### src/rtl/uart_arb_pkg.sv
// Shared types and constants for the UART transmit arbiter and its round-robin helper.
package uart_arb_pkg;

    localparam int DEF_NUM_REQ    = 4;
    localparam int DEF_DATA_W     = 8;
    localparam int DEF_TX_TIMEOUT = 200000;
    localparam int DEF_GAP_CYCLES = 0;

    typedef enum logic [1:0] {
        IDLE      = 2'd0,
        LAUNCH    = 2'd1,
        WAIT_DONE = 2'd2,
        GAP       = 2'd3
    } arb_state_e;

    // One counter serves both the watchdog and the inter-frame gap.
    function automatic int cnt_width(input int tx_timeout, input int gap_cycles);
        int max_v;
        max_v = (tx_timeout > gap_cycles) ? tx_timeout : gap_cycles;
        return $clog2(max_v + 1);
    endfunction

endpackage

### src/rtl/rr_arbiter.sv
// Combinational round-robin picker: first asserted request after last_grant, with wrap.
module rr_arbiter #(
    parameter int NUM_REQ = 4
) (
    input  logic [NUM_REQ-1:0]         req,
    input  logic [$clog2(NUM_REQ)-1:0] last_grant,
    output logic [NUM_REQ-1:0]         grant,
    output logic [$clog2(NUM_REQ)-1:0] grant_idx,
    output logic                       any_req
);

    localparam int IDX_W = $clog2(NUM_REQ);

    int               idx_s;
    logic [IDX_W-1:0] pick_s;
    logic             found_s;

    // Scan upward from the slot after the previous winner.
    always_comb begin
        grant     = '0;
        grant_idx = '0;
        found_s   = 1'b0;
        idx_s     = 0;
        pick_s    = '0;
        for (int k = 1; k <= NUM_REQ; k++) begin
            idx_s = int'(last_grant) + k;
            if (idx_s >= NUM_REQ) begin
                idx_s = idx_s - NUM_REQ;
            end else begin
                idx_s = idx_s;
            end
            pick_s = idx_s[IDX_W-1:0];
            if (!found_s && req[pick_s]) begin
                found_s       = 1'b1;
                grant_idx     = pick_s;
                grant[pick_s] = 1'b1;
            end else begin
                found_s = found_s;
            end
        end
        any_req = |req;
    end

endmodule

### src/rtl/uart_tx_arbiter.sv
// Shares one UART transmitter among NUM_REQ byte producers with round-robin grant,
// launch strobe, completion return, watchdog timeout and optional inter-frame gap.
module uart_tx_arbiter
    import uart_arb_pkg::*;
#(
    parameter int NUM_REQ    = DEF_NUM_REQ,
    parameter int DATA_W     = DEF_DATA_W,
    parameter int TX_TIMEOUT = DEF_TX_TIMEOUT,
    parameter int GAP_CYCLES = DEF_GAP_CYCLES
) (
    input  logic                        clk,
    input  logic                        rst,
    input  logic [NUM_REQ-1:0]          req_valid,
    input  logic [NUM_REQ*DATA_W-1:0]   req_data,
    output logic [NUM_REQ-1:0]          req_ready,
    output logic [NUM_REQ-1:0]          req_done,
    output logic                        newd,
    output logic [DATA_W-1:0]           dintx,
    input  logic                        donetx,
    output logic                        busy,
    output logic [$clog2(NUM_REQ)-1:0]  owner,
    output logic                        timeout_err
);

    localparam int IDX_W = $clog2(NUM_REQ);
    localparam int CNT_W = cnt_width(TX_TIMEOUT, GAP_CYCLES);
    localparam logic [CNT_W-1:0] TO_LAST  = CNT_W'(TX_TIMEOUT - 1);
    localparam logic [CNT_W-1:0] GAP_LAST = CNT_W'((GAP_CYCLES > 0) ? GAP_CYCLES - 1 : 0);
    localparam arb_state_e       END_NEXT = (GAP_CYCLES == 0) ? IDLE : GAP;

    arb_state_e          state_r, state_nxt_s;
    logic [CNT_W-1:0]    cnt_r;
    logic [IDX_W-1:0]    last_grant_r, owner_r, grant_idx_s;
    logic [NUM_REQ-1:0]  grant_s;
    logic [DATA_W-1:0]   dintx_r;
    logic                any_req_s, donetx_q_r, busy_r, rise_s, expire_s;

    rr_arbiter #(.NUM_REQ(NUM_REQ)) u_rr (
        .req        (req_valid),
        .last_grant (last_grant_r),
        .grant      (grant_s),
        .grant_idx  (grant_idx_s),
        .any_req    (any_req_s)
    );

    // Completion edge, watchdog expiry and pulse outputs decoded from registered state.
    always_comb begin
        rise_s      = donetx && !donetx_q_r;
        expire_s    = (state_r == WAIT_DONE) && !rise_s && (cnt_r == TO_LAST);
        timeout_err = expire_s;
        newd        = (state_r == LAUNCH) && !donetx;
        if ((state_r == IDLE) && rst) begin
            req_ready = grant_s;
        end else begin
            req_ready = '0;
        end
        if ((state_r == WAIT_DONE) && rise_s) begin
            req_done = {{(NUM_REQ-1){1'b0}}, 1'b1} << owner_r;
        end else begin
            req_done = '0;
        end
    end

    // Next-state selection.
    always_comb begin
        state_nxt_s = state_r;
        case (state_r)
            IDLE: begin
                if (any_req_s) state_nxt_s = LAUNCH;
                else           state_nxt_s = IDLE;
            end
            LAUNCH: begin
                if (donetx) state_nxt_s = LAUNCH;
                else        state_nxt_s = WAIT_DONE;
            end
            WAIT_DONE: begin
                if (rise_s || expire_s) state_nxt_s = END_NEXT;
                else                    state_nxt_s = WAIT_DONE;
            end
            GAP: begin
                if (cnt_r == GAP_LAST) state_nxt_s = IDLE;
                else                   state_nxt_s = GAP;
            end
            default: state_nxt_s = IDLE;
        endcase
    end

    // State, shared counter, captured byte and owner bookkeeping.
    always_ff @(posedge clk) begin
        if (!rst) begin
            state_r      <= IDLE;
            cnt_r        <= '0;
            last_grant_r <= IDX_W'(NUM_REQ - 1);
            owner_r      <= '0;
            dintx_r      <= '0;
            donetx_q_r   <= 1'b0;
            busy_r       <= 1'b0;
        end else begin
            state_r    <= state_nxt_s;
            busy_r     <= (state_nxt_s != IDLE);
            donetx_q_r <= donetx;
            case (state_r)
                IDLE: begin
                    if (any_req_s) begin
                        dintx_r <= req_data[grant_idx_s*DATA_W +: DATA_W];
                        owner_r <= grant_idx_s;
                    end
                end
                LAUNCH: cnt_r <= '0;
                WAIT_DONE: begin
                    if (rise_s || expire_s) begin
                        last_grant_r <= owner_r;
                        cnt_r        <= '0;
                    end else begin
                        cnt_r <= cnt_r + CNT_W'(1);
                    end
                end
                GAP:     cnt_r <= cnt_r + CNT_W'(1);
                default: cnt_r <= '0;
            endcase
        end
    end

    assign dintx = dintx_r;
    assign owner = owner_r;
    assign busy  = busy_r;

endmodule

### config.mk
export PLATFORM = sky130hd
export DESIGN_NAME = uart_tx_arbiter
export DESIGN_NICKNAME = d
export VERILOG_FILES = /design/src/rtl/uart_arb_pkg.sv /design/src/rtl/rr_arbiter.sv /design/src/rtl/uart_tx_arbiter.sv
export SDC_FILE = /design/constraint.sdc
export NUM_CORES = 1
export LEC_CHECK = 0
export ABC_CLOCK_PERIOD_IN_PS = 3210
export CORE_MARGIN = 5
export CORE_UTILIZATION = 40
export DETAILED_ROUTE_END_ITERATION = 8
export GPL_TIMING_DRIVEN = 0
export PLACE_DENSITY = 0.68
export SYNTH_ARGS = -nofsm -noshare
export SYNTH_HDL_FRONTEND = slang
export SYNTH_SLANG_ARGS = --single-unit
### constraint.sdc
create_clock -name clk -period 3.21 [get_ports clk]
set_clock_uncertainty 0.15 [all_clocks]
set_input_delay 0.642 -clock clk [delete_from_list [all_inputs] [get_ports clk]]
set_output_delay 0.642 -clock clk [all_outputs]
set_load 0.005 [all_outputs]
==> results of run 1 <==
timing repair:
action	CTS	global route
pin swaps	6	8
endpoints found under the hold margin	0	0
resized for setup	42	11
buffers inserted	21	3
setup endpoints to repair	12	14
metal layers:
layer	wire length [µm]	part of all wire, %	vias to the layer above
li1	-	-	1399
met4	215	2.7	0
met5	0	0	-
met3	545	6.8	23
met2	3690	46	113
met1	3530	44	1324
how the worst max path moves through the flow:
stage,startpoint,end,slack (ns),depth (start not counted)
after CTS,req_valid[3],req_ready[3],0.01,10
after detailed placement,req_valid[3],req_ready[0],-0.62,7
after global routing,last_grant_r[0],req_ready[3],-0.06,10
final,req_valid[0],req_ready[2],0.05,8
after floorplan,last_grant_r[0],req_ready[0],0.35,9
after global placement,req_valid[3],req_ready[3],-0.60,7
sequential cells by signal, indices dropped and copies added, names as in the netlist:
| name | count |
|---|---|
| donetx_q_r | 1 |
| owner | 2 |
| state_r | 2 |
| cnt_r | 18 |
| busy | 1 |
| last_grant_r | 2 |
| dintx | 8 |
through the flow:
step           setup WS, ns  hold slack, ns  cell area [µm²]
6_report             0.0543           0.343             3670
5_1_grt             -0.0561           0.382             3670
4_1_cts              0.0144           0.345             3650
3_5_place_dp         -0.622           0.333             3350
3_3_place_gp         -0.595           0.324             3350
2_1_floorplan         0.354           0.314             2670
critical path, stage by stage:
cell	delay, ns
dlygate4sd2_1	0.27
clkbuf_2	0.19
mux4_2	0.50
nor4b_4	0.16
buf_4	0.14
a221oi_1	0.27
nor2_1	0.07
buf_2	0.13
final cells by class:
cell class | count | area share [%]
Multi-Input combinational cell | 262 | 52.2
Timing Repair Buffer | 82 | 20.3
Sequential cell | 34 | 18.7
Buffer | 17 | 2.49
Inverter | 9 | 1.12
Clock inverter | 1 | 0.136
Clock buffer | 7 | 2.35
Tap cell | 77 | 2.62
layout by cell type, fill, tap and decap left out, types with 8 or more instances in the layout:
cell type	count
clkbuf_1	10
o21ai_0	12
nand2_1	37
dfxtp_1	32
nand3_1	14
mux2_2	10
o221a_2	8
buf_4	22
clkdlybuf4s50_1	51
a21oi_1	10
a31oi_1	10
o211ai_1	12
nand2b_1	12
nor2_1	24
mux2_1	8
ha_1	9
nand3b_1	8
power groups by stage:
stage / logic (µW) / clock network [µW] / registers (µW)
final: 444 / 332 / 470
after global routing: 484 / 357 / 474
after global placement: 398 / 0 / 480
after detailed placement: 404 / 0 / 479
after floorplan: 242 / 0 / 477
after CTS: 435 / 341 / 469
cells by family (layout without fill, tap and decap cells):
kind of cell    after synthesis  count (layout)  share of synthesized area (%)
compound gates               84              84                           23.4
xor+xnor                      4               4                           1.31
fa+ha+maj                    10              10                           4.68
buf+inv                      28             116                           4.68
flops                        34              34                           25.5
mux                          26              26                           12.6
simple gates                138             138                           27.9
Yosys cell counts (all sizes together) (4+ instances only):
cell	instances
nand2	37
nor4	4
clkbuf	12
mux2i	4
a21o	5
buf	7
o21ai	12
mux2	18
a22oi	4
inv	9
a21oi	10
o221a	8
nand2b	12
a31oi	11
o211ai	12
nor2	26
a221oi	6
nand3	15
and3	5
ha	10
nand3b	8
dfxtp	34
nor3	7
mux4	4
==> impl_results.md, run 1 <==
* Status: finished, final reports clean
* CTS max path bufs at 2
* Fin util at 57.2%
* Global placement routability congestion at approximately 0.85
* Gate power share at 35.6%
* Routed vias at around 2.9k
* Power density cells at 339 mW/mm²
* Port Buf Inserts at 58
* Crit path DAT at 2.36 ns
* Worst-Skew Late Latency at 0.29 ns
* Relative slew slack at 56.0%
* Die width at 91.7 µm
* Post-synth top area cell: dfxtp_1
* Number of synthesized flops with an enable pin at 0
* Pin slew with the least headroom to its limit at 0.654 ns
* Met1 Usage GRT at 23.3%
* Total track usage at approximately a fifth
* Overflow after GRT at 0
* Worst-path fanout max at 10
* Diode count at 0
* WP data required at 2.42 ns
* Routed WL per cell at 16.3 µm
* Max Clk Rate at around 320 MHz
* Initial antenna violation count at 0
* Post-DP HPWL at roughly 5700 µm
* Setup TNS at 0 ns
* Sequential Power Share at 37.7%
* GR peak layer: met2
* DRT Pass-1 Iters at 4
* Num CTS Buffers at 5
* Overall Power at 1250 µW
* Max-cap violations at 0
* Syn_nets at 373
* R2r endpoint: dintx[0]
* Post-synth ARST share at 0%
* Post-route minimum period at 3.16 ns
* RSZ-0062 raised after global routing: yes
* Part of the Yosys area used for sequential elements at 25.5%
* Min-Delay Endpoint: dintx[6]
* Nature of the critical path endpoint: primary output
* Hold Fails Final Rpt at 0
* Ratio of cells with drive above 1 in the final layout at 20.6%
* Flops & latches, synth at 34
* Mapped Cells at 324
* Filler cell count in the final layout at 578
* Final Max Tran Viols at 0
* Register area at 688 µm²
* CTS tree: done
* Layout Cells excl Fill at 489
* Hold Startpoint: dintx[6]
* Hold path depth at 2
* R2R Path Start: last_grant_r[1]
* Largest net degree at the start of global routing at 11
* Area of the multi-input gates at between 0.0015 and 0.002 mm²
* Clock share of power at 26.6%
* Avg Cell Area, Syn at 8.24 µm²
* Switching power total at 387 µW
* Internal Power at 859 µW
* Clock Sinks at 34
* CP Launch Type: primary input
* Post-Route WL at 7980 µm
* Nets at 460
* Met3 Use GR at 5.16%
* Top cells by area, synth: dfxtp_1, nand2_1, ha_1
* Maximum VDD drop at 0.173 mV
* First-pass GRT wire length at 13,700 µm
* Final setup viols at 0
* Final period util at 98.3%
* Drt drc at 0
* Clock transition at path regs at 0.07 ns
* Yosys warning count at 0
* Vias in the first global route at 2,947
* Reg2Reg Depth at 11
* Most used DFF post-synth: dfxtp_1
* CORE AREA at 0.00642 mm²
* Pleak at between 0.001 and 0.0015 µW
* H-tree level count at 2
* Hold Buf Count CTS at 0
* Std-Cell Rows at 29
* IO Pins at 60
* Placed insts at 459
* Crit Path Category: in -> out
* Effective utilization at floorplan at between 40% and 50%
* Unique masters post-synth at 57
* Die area at 0.00841 mm²
* M2 GR Usage at 33.7%
* Chip Height at 91.7 µm
* Post-Syn Area at approximately 0.0027 mm²
* Reg2reg setup slack at 0.17 ns
* Hold Crit Class: reg -> reg
* Top cell type's share of synthesized area at 25.5%
* Clock root buffer: clkbuf_8
* Vias/cell at 5.85
* Layout area overhead at 37.4%
* Drt initial violations at 135
* Sw Share at between 30% and 40%
* Antenna viol nets, final at 0
(Power assumes the default switching activity.)
==> run 2, diff against run 1 <==
--- a/config.mk
+++ b/config.mk
@@ -8,7 +8,10 @@
 export ABC_CLOCK_PERIOD_IN_PS = 3210
+export CELL_PAD_IN_SITES_DETAIL_PLACEMENT = 0
+export CELL_PAD_IN_SITES_GLOBAL_PLACEMENT = 1
 export CORE_MARGIN = 5
-export CORE_UTILIZATION = 40
+export CORE_UTILIZATION = 37
 export DETAILED_ROUTE_END_ITERATION = 8
 export GPL_TIMING_DRIVEN = 0
-export PLACE_DENSITY = 0.68
+export PLACE_DENSITY = 0.82
+export SETUP_SLACK_MARGIN = 0.4
 export SYNTH_ARGS = -nofsm -noshare
--- a/constraint.sdc
+++ b/constraint.sdc
@@ -4,2 +4,2 @@
 set_output_delay 0.642 -clock clk [all_outputs]
-set_load 0.005 [all_outputs]
+set_load 0.02 [all_outputs]
==> run 2 against run 1 <==
First-iteration DRC count down 16%. Sequential power about the same. Via count grew 1.4%. Total power is 2.9% higher. Fmax is 1.2% lower. Core utilization shrank 3.3 points. Critical path depth rose by 2. Die area rose by 7.2%. Sequential cell count stayed put. Final cell count rose by 5.5%. Register-to-register slack improved by 0.12 ns. Critical path type is now reg -> out. Highest routed layer unchanged.
==> impl_results.md, run 2 (same netlist as run 1, synthesis figures left out) <==
* Status: finished, final reports clean
* CP delay by family, top: simple AND/OR/NAND/NOR gates
* Ratio of cells with drive above 1 in the final layout at 26.6%
* Clock Sinks at 34
* Layout area overhead at 43.9%
* CORE AREA at ~0.0071 mm²
* Vias/cell at 5.62
* Critical path's largest stage delay at 0.36 ns
* IO Pins at 60
* Clock transition at path regs at 0.07 ns
* Reg2Reg Depth at 12
* Num CTS Buffers at 5
* Antenna viol nets, final at 0
* R2r endpoint: dintx[6]
* Post-DP HPWL at 5840 µm
* Vias in the first global route at between 2k and 3k
* Final setup viols at 0
* Hold Crit Class: reg -> reg
* Maximum VDD drop at 0.150 mV
* Commonest non-fill, non-tap cell in the layout: clkdlybuf4s50_1
* R2R Path Start: last_grant_r[0]
* CTS tree: done
* Commonest cells after routing, fill and taps aside: clkdlybuf4s50_1, nand2_1, dfxtp_1
* CTS max path bufs at 2
* Routed WL per cell at roughly 16 µm
* Hold Startpoint: dintx[1]
* CP Launch Type: flip-flop
* Layout Cells excl Fill at 516
* Largest net degree at the start of global routing at 11
* Setup TNS at 0 ns
* Diode count at 0
* WP data required at 2.42 ns
* Effective utilization at floorplan at 37.4%
* Crit path DAT at 2.40 ns
* H-tree level count at 2
* Hold path depth at 2
* Filler cell count in the final layout at 697
* Pin slew with the least headroom to its limit at approximately 0.67 ns
* Sum of buffers and inverters on the critical path at 3
* Crit-path most repeated cell: nor2_2
* DRT Pass-1 Iters at 4
* Power density cells at 333 mW/mm²
* Routed vias at approximately 2.9k
* Relative slew slack at 55.6%
* Worst-path fanout max at 5
* Drt drc at 0
* Worst setup margin at roughly 0.016 ns
* Nature of the critical path endpoint: primary output
* RSZ-0062 raised after global routing: yes
* Global placement routability congestion at 0.851
* Overflow after GRT at 0
* Reg2reg setup slack at 0.29 ns
* Die width at 95.0 µm
* Hold Buf Count CTS at 0
* Max Clk Rate at roughly 310 MHz
* Max FFs per register at 18
* Max stage delay cell, worst path: mux4_2
* Worst-Skew Late Latency at 0.29 ns
* Chip Height at around 95 µm
* Crit path cell chain: buf_8 > clkinvlp_4 > ha_4 > mux4_2 > and2b_4 > a22oi_2 > nor2_2 > a221oi_2 > nor2_2 > buf_6
* Pleak at 0.00147 µW
* Die area at 0.00902 mm²
* Post-Route WL at 8400 µm
* Pre-CTS setup slack at -0.804 ns
* Clock root buffer: clkbuf_8
* Final Max Tran Viols at 0
* Drt initial violations at 114
* Max-cap violations at 0
* Std-Cell Rows at 31
* Total track usage at 19.5%
* Largest Register: cnt_r
* Nets at 466
* Hold Fails Final Rpt at 0
* First-pass GRT wire length at 14,000 µm
* Crit Path Category: reg -> out
* Initial antenna violation count at 0
* Post-route minimum period at 3.19 ns
* Final period util at 99.5%
* Port Buf Inserts at a little under 60
* Min-Delay Endpoint: dintx[1]
* Placed insts at around 480
==> run 2: cell types whose count changed in the layout (fill, tap and decap cells not counted), moves of 3 or more <==
cell	delta
mux2_1	-7
mux2_4	+7
buf_4	+6
clkbuf_2	+5
clkdlybuf4s50_1	-5
clkbuf_1	-4
nor2_1	-4
buf_2	-3
nor2_2	+3
==> run 2: cell type report <==
type                            instances  area [µm²]  area share (%)
Buffer                                 19         144            3.74
Inverter                                9        41.3            1.07
Timing Repair Buffer                   85         771            20.0
Clock buffer                            7        76.3            1.99
Tap cell                               99         124            3.22
Sequential cell                        34         688            17.9
Multi-Input combinational cell        263        2000            52.0
==> run 2: per-layer routing <==
metal  track usage (%)  share of wire, %  up-vias
met5                 0                 0        -
met4              6.01               1.9        0
met3              5.42               7.3       21
met2              33.7                48      120
met1              23.3                43     1346
li1                  -                 -     1413
==> run 2: stage by stage <==
stage / total power (µW) / hold WS (ns) / util [%] / area (µm²)
4_1_cts: 1270 / 0.351 / 53.2 / 3800
3_5_place_dp: 921 / 0.332 / 47.6 / 3400
3_3_place_gp: 915 / 0.326 / 47.6 / 3400
2_1_floorplan: 753 / 0.314 / - / 2690
6_report: 1280 / 0.349 / 53.9 / 3840
5_1_grt: 1360 / 0.376 / 53.9 / 3840
==> run 2: tightest hold or removal path: stages (launching register included) <==
cell     delay, ns
dfxtp_1       0.32
nand2_1       0.05
a31oi_1       0.07
==> run 2: repair_timing <==
action / in CTS / in global routing
endpoints found under the setup margin: 26 / 26
pin swaps: 7 / 8
gates cloned: 1 / 0
gates resized for setup: 82 / 11
setup buffers: 23 / 4
==> run 2: where the power goes <==
part | switching (µW) | internal [µW] | leakage (µW)
sequential | 21.6 | 448 | 0.000277
clock | 152 | 149 | 0.0000383
combinational | 248 | 262 | 0.00115
total | 422 | 859 | 0.00147
==> run 2: worst max-delay path by stage <==
stage / from / end / slack [ns] / depth (start not counted)
3_5_place_dp: req_valid[3] / req_ready[0] / -0.80 / 7
6_report: last_grant_r[0] / req_ready[3] / 0.02 / 10
2_1_floorplan: req_valid[3] / req_ready[0] / 0.34 / 5
5_1_grt: last_grant_r[0] / req_ready[3] / -0.06 / 10
4_1_cts: last_grant_r[0] / req_ready[2] / 0.08 / 9
3_3_place_gp: req_valid[3] / req_ready[0] / -0.76 / 7
